<file path="config.mk">
export PLATFORM = sky130hd
export DESIGN_NAME = midori_sbox_sched
export DESIGN_NICKNAME = d
export VERILOG_FILES = /design/src/rtl/midori_sbox_sched.sv
export SDC_FILE = /design/constraint.sdc
export NUM_CORES = 1
export LEC_CHECK = 0
export ABC_CLOCK_PERIOD_IN_PS = 3800
export BUFFER_PORTS_ARGS = -buffer_cell sky130_fd_sc_hd__buf_2
export CAP_MARGIN = 25
export CORE_AREA = 5 5 185 187
export CTS_BUF_LIST = sky130_fd_sc_hd__clkbuf_16
export CTS_CLUSTER_DIAMETER = 120
export DETAILED_ROUTE_END_ITERATION = 12
export DIE_AREA = 0 0 190 192
export PLACE_DENSITY = 0.71
export SYNTH_ARGS = -nofsm -noshare
export SYNTH_HDL_FRONTEND = slang
export SYNTH_SLANG_ARGS = --single-unit
</file>
<file path="constraint.sdc">
create_clock -name clk -period 3.8 [get_ports clk]
set_input_delay 0.76 -clock clk [delete_from_list [all_inputs] [get_ports clk]]
set_output_delay 0.76 -clock clk [all_outputs]
set_load 0.005 [all_outputs]
</file>
<file path="src/rtl/midori_sbox_sched.sv">
// Feeds a 3-share 64-bit Midori state through an external masked S-box one
// nibble per randomness word and writes the results back in place.
module midori_sbox_sched #(
    parameter int unsigned LAT = 1
) (
    input  logic        clk,
    input  logic        rst_n,
    input  logic        load_valid,
    output logic        load_ready,
    input  logic [63:0] sh1_in,
    input  logic [63:0] sh2_in,
    input  logic [63:0] sh3_in,
    input  logic        abort,
    input  logic        rnd_valid,
    input  logic [32:0] rnd_in,
    output logic        rnd_ready,
    output logic [3:0]  sb_in1,
    output logic [3:0]  sb_in2,
    output logic [3:0]  sb_in3,
    output logic [26:0] sb_r,
    output logic [5:0]  sb_rs,
    input  logic [3:0]  sb_out1,
    input  logic [3:0]  sb_out2,
    input  logic [3:0]  sb_out3,
    output logic        out_valid,
    input  logic        out_ready,
    output logic [63:0] sh1_out,
    output logic [63:0] sh2_out,
    output logic [63:0] sh3_out
);

    typedef enum logic [1:0] {IDLE, FEED, DRAIN, DONE} state_t;

    state_t      state, state_nx;
    logic [63:0] s1, s2, s3;
    logic [4:0]  cnt;
    logic [LAT-1:0] pipe_v;
    logic [3:0]  pipe_idx [LAT];
    logic        init_done;
    logic        issue, load_fire, out_fire, wb, ahead_busy;
    logic [3:0]  wb_idx;

    always_comb begin
        load_fire  = (state == IDLE) && init_done && load_valid && !abort;
        out_fire   = (state == DONE) && out_ready && !abort;
        issue      = (state == FEED) && rnd_valid && (cnt <= 5'd15) && !abort;
        wb         = pipe_v[LAT-1];
        wb_idx     = pipe_idx[LAT-1];
        // Entries still travelling behind the tail; the tail itself retires this edge.
        ahead_busy = 1'b0;
        for (int unsigned k = 0; k + 1 < LAT; k++) begin
            ahead_busy = ahead_busy | pipe_v[k];
        end
    end

    always_ff @(posedge clk or negedge rst_n) begin
        if (!rst_n) state <= IDLE;
        else        state <= state_nx;
    end

    always_comb begin
        state_nx = state;
        if (abort) begin
            state_nx = IDLE;
        end else begin
            unique case (state)
                IDLE:  if (load_fire) state_nx = FEED;
                FEED:  if (issue && cnt == 5'd15) state_nx = DRAIN;
                DRAIN: if (!ahead_busy) state_nx = DONE;
                DONE:  if (out_ready) state_nx = IDLE;
                default: state_nx = IDLE;
            endcase
        end
    end

    always_comb begin
        load_ready = (state == IDLE) && init_done;
        rnd_ready  = issue;
        sb_in1     = issue ? s1[{cnt[3:0], 2'b00} +: 4] : '0;
        sb_in2     = issue ? s2[{cnt[3:0], 2'b00} +: 4] : '0;
        sb_in3     = issue ? s3[{cnt[3:0], 2'b00} +: 4] : '0;
        sb_r       = issue ? rnd_in[26:0] : '0;
        sb_rs      = issue ? rnd_in[32:27] : '0;
        out_valid  = (state == DONE);
        sh1_out    = out_valid ? s1 : '0;
        sh2_out    = out_valid ? s2 : '0;
        sh3_out    = out_valid ? s3 : '0;
    end

    always_ff @(posedge clk or negedge rst_n) begin
        if (!rst_n) begin
            s1        <= '0;
            s2        <= '0;
            s3        <= '0;
            cnt       <= '0;
            pipe_v    <= '0;
            init_done <= 1'b0;
            for (int unsigned k = 0; k < LAT; k++) pipe_idx[k] <= '0;
        end else begin
            init_done <= 1'b1;
            if (abort || out_fire) begin
                s1     <= '0;
                s2     <= '0;
                s3     <= '0;
                cnt    <= '0;
                pipe_v <= '0;
            end else begin
                if (load_fire) begin
                    s1  <= sh1_in;
                    s2  <= sh2_in;
                    s3  <= sh3_in;
                    cnt <= '0;
                end else if (wb) begin
                    s1[{wb_idx, 2'b00} +: 4] <= sb_out1;
                    s2[{wb_idx, 2'b00} +: 4] <= sb_out2;
                    s3[{wb_idx, 2'b00} +: 4] <= sb_out3;
                end
                if (issue) cnt <= cnt + 5'd1;
                pipe_v[0]   <= issue;
                pipe_idx[0] <= cnt[3:0];
                for (int unsigned k = 1; k < LAT; k++) begin
                    pipe_v[k]   <= pipe_v[k-1];
                    pipe_idx[k] <= pipe_idx[k-1];
                end
            end
        end
    end

endmodule

</file>
==> impl_metrics.json <==
{
  "status": "complete, no violations",
  "rsz0062_at_grt": "false",
  "cts.htree.levels": 1,
  "hold_class": "primary input to asynchronous set/reset pin",
  "synth_area_leader_cell": "dfrtp_1",
  "drt_first_pass_iters": 5,
  "synth_flop_cell": "dfrtp_1",
  "start_kind": "flop",
  "ant_nets": 0,
  "syn_inst": 1415,
  "path_max_fanout": 29,
  "pre_cts_ws_ns": 0.551,
  "boundaryPins": 483,
  "antenna_found_initial": 6,
  "synth_area_leaders": "dfrtp_1 37%, and2_1 10%, mux4_2 7.8%, o2bb2ai_1 5.3%, a22o_1 3.8%",
  "setup_viol": 0,
  "syn-cell-area_um2": 13900,
  "skew_ns": 0.0203,
  "drv_slew": 0,
  "coreArea_um2": 32300,
  "grt_pass1_wl_um": 100000,
  "nets": 2088,
  "start_util_pct": 43.1,
  "wirelength_um": 70900,
  "port_buffers": 482,
  "drt-wirelength-per-cell_um": 30.9,
  "cts_tree": "yes",
  "dpl.hpwl_um": 53500,
  "ys_seq_elements": 205,
  "dp_cells": 2245,
  "layout_min_cycle_time_ns": 3.61,
  "cts_max_path_buffers": 3,
  "synth_nets": 1668,
  "syn_avg_cell_area_um2": 9.83,
  "vias": 15000,
  "globalplace.congestion": 1.03,
  "clk_pin_slew_ns": 0.06,
  "power.density_nw_per_um2": 372,
  "synth.yosys.seq_area_share_pct": 36.9,
  "fin_cells": 2297,
  "ir_worst_vdd_mv": 0.300,
  "die_h_um": 192,
  "first_global_vias": 14800,
  "ff2ff_setup_slack_ns": 0.78,
  "multi_input_area_um2": 7870,
  "maxCapViolCount": 0,
  "clkSinkCount": 205,
  "async_flop_share_pct": 100,
  "grt_use_total_pct": 37.0,
  "arrival_ns": 2.85,
  "critPathRequiredTime_ns": 3.04,
  "grt_max_degree": 101,
  "worstSkewPairLatency_ns": 0.53,
  "first_iter_violations": 2056,
  "synth_common_cells": "230 x and2_1, 205 x dfrtp_1, 90 x clkbuf_1",
  "synth.most_common_cell": "and2_1",
  "fillCellCount": 2980,
  "critPathCaptureType": "output port",
  "root_buffer": "clkbuf_16",
  "regArea_um2": 5140,
  "via_per_inst": 6.53,
  "yosysWarnings": 0,
  "layout-drive-gt1-share_pct": 37.3,
  "grt-ovfl-total": 0,
  "postCtsHoldBufs": 0,
  "yosys.area.top_type_share_pct": 36.9,
  "maxSlewHeadroom_pct": 32.9,
  "fmax_ghz": 0.277,
  "hold_slack_ns": 0.277,
  "row_count": 66,
  "p_leak_nw": 8.20,
  "crit_type": "flop to output port",
  "fin_crit_sh_pct": 95.1,
  "setup_ws_ns": 0.188,
  "synthToLayoutAreaGrowth_pct": 26.2,
  "drc": 0,
  "cts_buffers": 25,
  "ys_types": 72,
  "regToRegStartpoint": "pipe_idx[3]$_DFFE_PN0P_",
  "tightestPinTransition_ns": 0.999,
  "worstRegToRegCells": 5,
  "r2r_end": "s1[38]$_DFFE_PN0P_",
  "finalHoldViolCount": 0,
  "die_x_um": 190,
  "synth_edf_count": 0,
  "dieArea_um2": 36500,
  "fin_setup_tns_ns": 0
}
## layout by cell type, fill, tap and decap left out, drive strengths merged, types with 13 or more instances in the layout
master	synthesis	final
nand3	29	29
a32oi	36	36
and2	232	232
o2bb2ai	84	84
nor3	40	40
a22oi	67	67
clkinv	0	13
o31ai	68	68
o21ai	18	18
o211ai	24	24
a22o	60	60
mux2i	13	13
clkbuf	91	26
nand2	71	71
inv	22	24
dfrtp	205	205
a211oi	26	26
nor2	23	23
mux4	48	48
nor2b	13	13
a31oi	57	57
buf	85	565
## final cells by class
class	count	area share [%]
multi-input combinational	1012	44.8
timing repair inverter	3	0.128
tap	442	3.15
clock buffer	25	3.56
timing repair buffer	566	17.6
sequential	205	29.3
antenna	3	0.0428
clock inverter	19	0.905
inverter	22	0.492
## timing repair
action                                  CTS  global route
buffers inserted                          0             1
gates cloned                              0             3
endpoints found under the setup margin    2            34
resized for setup                         0             5
## where the power goes
group	internal [W]	switching, W
Clock	0.00139	0.000999
Combinational	0.000577	0.00102
Sequential	0.00233	0.000211
Total	0.00430	0.00223
## critical path, stage by stage (launching register included)
cell and delay (ns):
dfrtp_4 0.54, buf_12 0.29, mux4_2 0.56, mux2i_1 0.43
a211oi_1 0.27, buf_2 0.19
## worst max path at each step
stage | start | end | slack, ns | cells past startpoint
floorplan | cnt[2]$_DFFE_PN0P_ | sb_r[14] | 0.69 | 10
detailed placement | cnt[0]$_DFFE_PN0P_ | sb_r[7] | 0.55 | 8
global placement | cnt[0]$_DFFE_PN0P_ | sb_r[22] | 0.68 | 8
CTS | cnt[0]$_DFFE_PN0P_ | sb_r[7] | -0.0008 | 8
global route | cnt[0]$_DFFE_PN0P_ | sb_r[5] | 0.07 | 8
finish | cnt[0]$_DFFE_PN0P_ | sb_in3[3] | 0.19 | 5
## kinds of logic (layout without fill, tap and decap cells)
| kind of cell | after synthesis | count (layout) | synth area share [%] |
|---|---|---|---|
| multiplexers | 73 | 73 | 9.68 |
| AO/OA/AOI/OAI | 483 | 483 | 27.6 |
| flip-flops | 205 | 205 | 36.9 |
| buffers and inverters | 198 | 635 | 6.60 |
| AND/OR/NAND/NOR | 445 | 445 | 18.3 |
| adder cells (fa/ha/maj) | 10 | 10 | 0.900 |
| other | 1 | 4 | 0.0270 |
## layer usage
layer	share of wire [%]	wire length, µm	global-route usage, %
met4	6.0	4250	17.8
met1	36	25700	46.7
met5	0.069	49	0
met2	46	32600	59.3
met3	12	8270	9.69
## flip-flops by register name, indices dropped and copies added (netlist names)
register / flops
s3: 64
pipe_v: 1
s2: 64
init_done: 1
pipe_idx: 4
cnt: 5
s1: 64
state: 2
## metrics by stage
step	utilization [%]	power, W	area [µm²]
after floorplan	-	0.00341	13900
after global placement	51.8	0.00409	16700
after detailed placement	51.8	0.00412	16700
after CTS	54.2	0.00647	17500
after global routing	54.3	0.00672	17500
final	54.4	0.00653	17600
(Power assumes the default switching activity.)
